$ cat src/rtl/step_seq_pkg.sv
// Shared types, motor command codes and the next-enabled-step search
// used by the step sequencer.
package step_seq_pkg;

  typedef enum logic [2:0] {
    IDLE,
    PULSE,
    WAIT,
    FINISH,
    FAULT
  } state_t;

  localparam logic [1:0] M_STOP = 2'b00;
  localparam logic [1:0] M_ADV  = 2'b01;
  localparam logic [1:0] M_FIN  = 2'b10;

  localparam int MAX_STEPS = 16;

  typedef struct packed {
    logic       found;
    logic [3:0] idx;
  } pick_t;

  // Lowest enabled step at or above 'from', limited to the first n_steps bits.
  function automatic pick_t next_enabled(input logic [MAX_STEPS-1:0] mask,
                                         input logic [4:0]           from,
                                         input int                   n_steps);
    pick_t r;
    r = '0;
    for (int i = MAX_STEPS - 1; i >= 0; i--) begin
      if (i < n_steps && mask[i] && (5'(i) >= from)) begin
        r.found = 1'b1;
        r.idx   = 4'(i);
      end
    end
    return r;
  endfunction

endpackage

$ cat src/rtl/step_sequencer_timer.sv
// Per-step WAIT timeout counter; expired flags the last permitted WAIT cycle.
module seq_timer #(
  parameter int TO_W    = 8,
  parameter int TIMEOUT = 200
) (
  input  logic clk,
  input  logic rst,
  input  logic clr,
  input  logic en,
  output logic expired
);

  logic [TO_W-1:0] count_q;

  assign expired = (count_q == TO_W'(TIMEOUT - 1));

  always_ff @(posedge clk or posedge rst) begin
    if (rst) begin
      count_q <= '0;
    end else if (clr) begin
      count_q <= '0;
    end else if (en && !expired) begin
      count_q <= count_q + 1'b1;
    end
  end

endmodule

$ cat src/rtl/step_sequencer.sv
// Sensor-gated motion sequencer: per step a one-cycle advance pulse, then a
// bounded wait for that step's sensor, with skip mask, abort and fault.
module step_sequencer
  import step_seq_pkg::*;
#(
  parameter int N_STEPS = 4,
  parameter int TIMEOUT = 200,
  parameter int TO_W    = 8,
  localparam int IDX_W  = (N_STEPS > 1) ? $clog2(N_STEPS) : 1
) (
  input  logic               clk,
  input  logic               rst,
  input  logic               start,
  input  logic               abort,
  input  logic [N_STEPS-1:0] step_en,
  input  logic [N_STEPS-1:0] sensor,
  output logic [1:0]         M,
  output logic               G,
  output logic               done,
  output logic               fault,
  output logic [IDX_W-1:0]   step
);

  state_t             state_q, state_d;
  logic [IDX_W-1:0]   idx_q, idx_d;
  logic [N_STEPS-1:0] en_q, en_d;
  logic [1:0]         m_q;
  logic               g_q, done_q, fault_q;
  logic [IDX_W-1:0]   step_q;
  logic               hit, expired;
  pick_t              first_pick, next_pick;

  assign hit        = (state_q == WAIT) && sensor[idx_q];
  assign first_pick = next_enabled(MAX_STEPS'(step_en), 5'd0, N_STEPS);
  assign next_pick  = next_enabled(MAX_STEPS'(en_q), 5'(idx_q) + 5'd1, N_STEPS);

  // Counter is held clear outside WAIT, so every WAIT entry starts from zero.
  seq_timer #(
    .TO_W   (TO_W),
    .TIMEOUT(TIMEOUT)
  ) u_timer (
    .clk    (clk),
    .rst    (rst),
    .clr    (state_q != WAIT),
    .en     ((state_q == WAIT) && !hit),
    .expired(expired)
  );

  always_comb begin
    state_d = state_q;
    idx_d   = idx_q;
    en_d    = en_q;
    case (state_q)
      IDLE: begin
        if (start) begin
          en_d = step_en;
          if (first_pick.found) begin
            state_d = PULSE;
            idx_d   = IDX_W'(first_pick.idx);
          end else begin
            state_d = FINISH;
          end
        end
      end
      PULSE: state_d = WAIT;
      WAIT: begin
        // A sensor arriving on the expiry cycle still counts as success.
        if (hit) begin
          if (next_pick.found) begin
            state_d = PULSE;
            idx_d   = IDX_W'(next_pick.idx);
          end else begin
            state_d = FINISH;
          end
        end else if (expired) begin
          state_d = FAULT;
        end
      end
      FINISH: begin
        state_d = IDLE;
        idx_d   = '0;
      end
      FAULT: state_d = FAULT;
      default: begin
        state_d = IDLE;
        idx_d   = '0;
      end
    endcase
    if (abort) begin
      state_d = IDLE;
      idx_d   = '0;
    end
  end

  // Outputs are registered from the next state so they line up with state_q.
  always_ff @(posedge clk or posedge rst) begin
    if (rst) begin
      state_q <= IDLE;
      idx_q   <= '0;
      en_q    <= '0;
      m_q     <= M_STOP;
      g_q     <= 1'b0;
      done_q  <= 1'b0;
      fault_q <= 1'b0;
      step_q  <= '0;
    end else begin
      state_q <= state_d;
      idx_q   <= idx_d;
      en_q    <= en_d;
      m_q     <= (state_d == PULSE)  ? M_ADV :
                 (state_d == FINISH) ? M_FIN : M_STOP;
      g_q     <= (state_d == PULSE) || (state_d == WAIT) || (state_d == FINISH);
      done_q  <= (state_d == FINISH);
      fault_q <= (state_d == FAULT);
      step_q  <= (state_d == IDLE) ? '0 : idx_d;
    end
  end

  assign M     = m_q;
  assign G     = g_q;
  assign done  = done_q;
  assign fault = fault_q;
  assign step  = step_q;

endmodule
$ cat config.mk
export PLATFORM = sky130hd
export DESIGN_NAME = step_sequencer
export DESIGN_NICKNAME = d
export VERILOG_FILES = /design/src/rtl/step_seq_pkg.sv /design/src/rtl/step_sequencer_timer.sv /design/src/rtl/step_sequencer.sv
export SDC_FILE = /design/constraint.sdc
export NUM_CORES = 1
export LEC_CHECK = 0
export ABC_AREA = 1
export BUFFER_PORTS_ARGS = -buffer_cell sky130_fd_sc_hd__buf_2
export CAP_MARGIN = 20
export CORE_ASPECT_RATIO = 1.25
export CORE_MARGIN = 8
export CORE_UTILIZATION = 55
export CTS_CLUSTER_DIAMETER = 60
export DETAILED_ROUTE_END_ITERATION = 7
export GPL_TIMING_DRIVEN = 0
export PLACE_DENSITY = 0.76
export SETUP_SLACK_MARGIN = 0.5
export SYNTH_ARGS = -nofsm -noshare
export SYNTH_HDL_FRONTEND = slang
export SYNTH_SLANG_ARGS = --single-unit
$ cat constraint.sdc
create_clock -name clk -period 2 [get_ports clk]
set_clock_uncertainty 0.05 [all_clocks]
set_input_delay 0.1 -clock clk [delete_from_list [all_inputs] [get_ports clk]]
set_output_delay 0.1 -clock clk [all_outputs]
set_load 0.005 [all_outputs]
# Yosys cells after proc, flatten, opt, wreduce, memory -nomap -nowiden
# Cells that the tools add are included.
[totals] mem_count=0 output_inout_bits=7 latch_bits=0 ff_bits=24 ramBits=0 mem_bits_ro=0
[op_classes] n_mul=0 muxes=28 n_shift=0 bitwise=0 n_eq_ne=9 add_sub_neg=2 n_div=0 reduce_logical=16 order_cmp=5
[ops] cell="$mux W5" n=8
[ops] cell="$mux W2" n=10
[ops] cell="$mux W8" n=2
[ops] cell="$mux W3" n=4
[ops] cell="$pmux W3 S4" n=1
[ops] cell="$eq A3 B2 Y1 const B" n=3
[ops] cell="$add A8 B1 Y8 const B" n=1
[ops] cell="$eq A8 B8 Y1 const B" n=1
[ops] cell="$logic_and A1 B1 Y1" n=7
[ops] cell="$eq A3 B1 Y1 const B" n=2
[ops] cell="$eq A3 B3 Y1 const B" n=2
[ops] cell="$ge A1 B3 Y1 const A" n=2
[ops] cell="$ge A2 B3 Y1 const A" n=2
[ops] cell="$logic_not A3 Y1" n=2
[ops] cell="$pmux W2 S3" n=1
[ops] cell="$add A2 B1 Y3 const B" n=1
[ops] cell="$lt A2 B3 Y1 const B" n=1
[ops] cell="$ne A3 B2 Y1 const B" n=1
[ops] cell="$bmux W1 S2" n=1
[ops] cell="$logic_not A1 Y1" n=2
[ops] cell="$logic_or A1 B1 Y1" n=2
[ops] cell="$reduce_and A2 Y1" n=1
[ops] cell="$reduce_bool A2 Y1" n=1
[ops] cell="$reduce_or A2 Y1" n=1
[ops] cell="$mux W1" n=1

# Logic depth before layout (Yosys ltp)
[depth] ltp_word=14 depth_mapped=14 mapped_depth_nobuf=14

# By module
# Synthesis repeated with hierarchy kept, for this count alone.
[hier_totals] cells_unflattened=189 hier_area_um2=1348.8
[modules_own_cells] mod="step_sequencer" area_per_inst_um2=837.1 cells_each=117 n_inst=1 seq_area_each_um2=375.4
[modules_own_cells] mod="seq_timer" area_per_inst_um2=511.7 cells_each=72 n_inst=1 seq_area_each_um2=200.2

# Worst setup path before layout
# No wires, ideal clock.
[synth_path] path_type="reg-to-reg" from="register u_timer.count_q[0]" to="register u_timer.count_q[5]" period_less_slack_ns=1.511 setup_ns=0.118 arrival_time_ns=1.344 path_slack_ns=0.489 n_path_buf=0 stages_incl_launch_ff=12 required_time_ns=1.832 cell_sequence="dfrtp_1 > ha_1 > nand2_1 > nor2_1 > nand2_1 > nand2_2 > nor2_2 > nand2_1 > nor2_2 > nand2_1 > nand2_1 > nor2_1"
[synth_via] elab_chain_cells=4 elab_cells_between_ends=7 cone_classes="add/sub: 1; eq/ne: 1; mux: 2; reduce/logical: 3"
[synth_lines] item="from (decl)" line="step_sequencer_timer.sv:13" text="logic [TO_W-1:0] count_q;"
[synth_lines] item="from (signal assigned)" line="step_sequencer_timer.sv:23" text="count_q <= count_q + 1'b1;"
[synth_lines] item="parallel branches: the longest is 4 deep, another holds $add A8 B1 Y8"
# Several ways; the timed one is not identified. The select of a mux whose other input is x is not followed.
# A chain may end at the register's enable or synchronous reset.

# Worst setup path in the final report
[layout_path] from="register state_q[1]" to="register step_q[0], in the netlist step[0]"
[layout_via] elab_cells_between_ends=16 cone_classes="eq/ne: 3; mux: 9; reduce/logical: 4"
[layout_lines] item="from (decl)" line="step_sequencer.sv:24" text="state_t state_q, state_d;"
[layout_lines] item="from (signal assigned)" line="step_sequencer.sv:107" text="state_q <= state_d;"
[layout_lines] item="$eq A3 B2 Y1" line="step_sequencer.sv:33, step_sequencer.sv:53"
[layout_lines] item="$logic_and A1 B1 Y1" line="step_sequencer.sv:33" text="assign hit = (state_q == WAIT) && sensor[idx_q];"
[layout_lines] item="$mux W2" line="step_sequencer.sv:68" text="if (hit) begin"
[layout_lines] item="$pmux W2 S3 (*)" line="step_sequencer.sv:53" text="case (state_q)"
[layout_lines] item="$mux W2 (*)" line="step_sequencer.sv:89" text="if (abort) begin"
[layout_lines] item="via idx_d[0]" line="step_sequencer.sv:25" text="logic [IDX_W-1:0] idx_q, idx_d;"
[layout_lines] item="$mux W2 (*)" line="step_sequencer.sv:115" text="step_q <= (state_d == IDLE) ? '0 : idx_d;"
[layout_lines] item="to (signal assigned)" line="step_sequencer.sv:115"
[layout_lines] item="to (decl)" line="step_sequencer.sv:29" text="logic [IDX_W-1:0] step_q;"
# Mark *: on every way through the listed nets, which the timed path passes. The rest lies on a longest branch.

==> metrics.csv <==
stage,metric,value,unit
critical_path,regToRegEndpoint,step[0],
drt,drt_first_iter_violations,43,
place,hpwlAfterDp,2.11,mm
synth,synth_area_per_cell,7.49,µm²
power_and_ir_drop,worst_ir_drop_vdd,398,µV
critical_path,startpoint_type_of_the_worst_setup_path,register,
synth,synth_area,1330,µm²
critical_path,cp-startpoint,state_q[1],
critical_path,crit_type,register to register,
clocking,tritoncts_clock_tree,yes,
sta,tightestPinTransition,854,ps
flow_run,timing.max_cap.violations,0,
synth,synth.distinct_cells,28,
place,placement.setup.worst_slack,282,ps
finish,area.growth.synth_to_final,38.6,%
critical_path,critPathMaxFanout,4,
sta,worst_slew_margin_rel,43.0,%
finish,non_filler_cells_final,259,
grt,grt_use_total,15.0,%
critical_path,regToRegSetupSlack,370,ps
drt,wl_per_cell,13.5,µm
finish,core_occupancy_in_the_finished_layout,78.1,%
power_and_ir_drop,switching_power,0.362,mW
power_and_ir_drop,pwr-share-comb,31.8,%
floorplanning,die_w,59.9,µm
hold_path,timing.hold.worst.class,input port to register,
clocking,clock_sinks,23,
grt,gr-total-overflow,0,
synth,yosysSeqAreaShare,43.4,%
outcome,outcome,"finished, final reports clean",
grt,first_global_vias,1231,
clocking,maximum_level_of_the_cts_h_tree,1,
clocking,cts.reportedPaths.clkPinSlew,130,ps
floorplanning,die_area,4250,µm²
critical_path,worst_r2r_path_depth,11,
drt,via_count,1325,
sta,timing.final.crit_share,81.5,%
synth,yosys_warnings,0,
grt,number_of_antenna_violations_at_the_first_check_in_global_routing,0,
sta,min_period,1630,ps
hold_path,min_path_cells,3,
power_and_ir_drop,power_report.internal_total,0.716,mW
finish,diodes,0,
sta,final.setup.tns,0,ps
floorplanning,core_area,2350,µm²
clocking,cts_inserted_buffers,3,
synth,postSynthNetCount,190,
place,place.port_buffers,18,
clocking,clock_insertion_delay_worst_skew,310,ps
grt,grt_max_degree,24,
critical_path,worst_r2r_startpoint,state_q[1],
drt,drc,0,
critical_path,critical_path.endpoint_type,register,
floorplanning,die-height,70.9,µm
power_and_ir_drop,power.sequential.fraction,47.8,%
power_and_ir_drop,pwr_density_cell,587,nW/µm²
sta,report.final.setup_viol,0,
finish,fraction_of_layout_instances_using_a_drive_strength_above_1,41.6,%
finish,final_design_area_no_fill,1840,µm²
sta,post-route-worst-setup-slack,370,ps
synth,synthesis.instances,177,
hold_path,worst_hold_path.endpoint,en_q[2],
power_and_ir_drop,p_sw_share,33.6,%
drt,dr.pass1.iters,4,
finish,nFillCells,170,
power_and_ir_drop,clock_power_share,20.4,%
power_and_ir_drop,total_leakage_power,0.982,nW
clocking,cts-root-buf,clkbuf_4,
sta,finalMaxSlewViolations,0,
drt,vias_per_cell,5.12,
place,routabilityCongestion,0.898,
floorplanning,initial_utilization,56.3,%
critical_path,cp.required,2180,ps
drt,detail-route-antenna-nets,0,
grt,first_pass_grt_wire_length,5.11,mm
finish,register_area,577,µm²
floorplanning,num_rows,20,
place,place_area,1460,µm²
sta,maxClockFrequency,613,MHz
clocking,clock_path_buffers,2,
critical_path,critPathArrivalTime,1810,ps
power_and_ir_drop,power,1.08,mW
finish,finalNetCount,240,
place,placedCellCount,228,
floorplanning,ioPinCount,19,
synth,ys_seq_elements,23,
sta,finalHoldWorstSlack,49.6,ps
sta,rsz0062_at_grt,true,
hold_path,hold_start,step_en[2],
sta,final-hold-violation-count,0,
drt,routed_wl,3.50,mm
finish,multi_input_logic_area,747,µm²
-- power groups by stage --
stage                     clock [mW]  sequential, mW  combinational (mW)
after floorplan                    0           0.519               0.161
after global placement             0           0.521               0.210
after detailed placement           0           0.523               0.216
after CTS                      0.227           0.513               0.248
after global routing           0.245           0.520               0.372
final                          0.220           0.516               0.343
-- flip-flops by register name, indices dropped and copies added, names as in the netlist --
| register | count |
|---|---|
| G | 1 |
| M | 2 |
| done | 1 |
| en_q | 3 |
| fault | 1 |
| idx_q | 2 |
| state_q | 3 |
| step | 2 |
| u_timer.count_q | 8 |
-- final cells by class --
cell class                 count  share of cell area [%]
clock buffer                   3                    1.23
clock inverter                 1                   0.409
inverter                      33                    7.15
multi-input combinational    121                    40.7
sequential                    23                    31.4
tap                           33                    2.25
timing repair buffer          45                    16.9
-- what timing repair did --
action / CTS / global route
endpoints found under the setup margin: 17 / 19
endpoints found under the hold margin: 27 / 0
buffers inserted: 8 / 15
pin swaps: 8 / 19
hold buffers: 4 / 0
resized for setup: 6 / 32
-- placed cells by master, fill, tap and decap left out, types with 2 or more instances in the layout --
master	synthesis	layout
clkbuf_4	0	3
nand2_1	55	47
o21ai_0	6	6
nand3_1	8	5
inv_2	7	7
inv_1	25	23
inv_4	1	3
nor3_2	0	2
nand2_2	6	10
nor2_2	4	3
a21oi_2	1	3
nor2_1	16	12
nor2_4	0	5
nand2_4	1	5
buf_6	0	2
buf_4	0	21
dfrtp_1	23	22
buf_2	0	18
nand3_2	1	4
dlygate4sd3_1	0	4
nand4_1	2	2
a21oi_1	6	4
-- kinds of logic after synthesis --
logic type                 after synthesis  synth area share (%)
buffers and inverters                   33                  9.54
DFF                                     23                  43.4
adders and majority gates                1                 0.944
AOI/OAI and AO/OA                       19                  11.0
and+or+nand+nor                         99                  33.7
xor gates and xnor gates                 2                  1.32
-- critical path: stages (launching register included) --
cell and delay [ps]:
dfrtp_1 390, inv_2 70, nor3_4 290, buf_4 180, nand2_4 50, buf_4 140
inv_4 60, nand2_1 70, nand3_2 70, a21oi_2 70, nand2_1 70, inv_1 30
-- how the worst max path moves through the flow --
stage	slack [ps]	end
after floorplan	500	u_timer.count_q[5]
after global placement	310	step[0]
after detailed placement	280	step[0]
after CTS	440	step[0]
after global routing	300	step[1]
final	370	step[0]
-- Yosys cell counts (all sizes together) --
cell type | count | area share [%]
a21oi | 7 | 2.9
o31ai | 2 | 2.2
a31oi | 2 | 2.1
nand4 | 2 | 0.94
nor3 | 4 | 2.4
nand3 | 9 | 3.8
dfrtp | 23 | 43
o21ai | 8 | 3.9
nor2 | 20 | 6.4
xor2 | 1 | 0.66
nand2 | 62 | 19
or2 | 1 | 0.47
ha | 1 | 0.94
inv | 33 | 9.5
xnor2 | 1 | 0.66
nor4 | 1 | 0.47
-- metal layers --
metal	share of wire [%]	wire [µm]	global-route usage (%)	vias to the layer above
met2	55	1920	29.0	50
met4	1.9	68	5.32	0
met3	5.2	183	3.09	9
met1	38	1330	14.6	621
met5	0	0	0	-
li1	-	-	-	645
(Power assumes the default switching activity.)
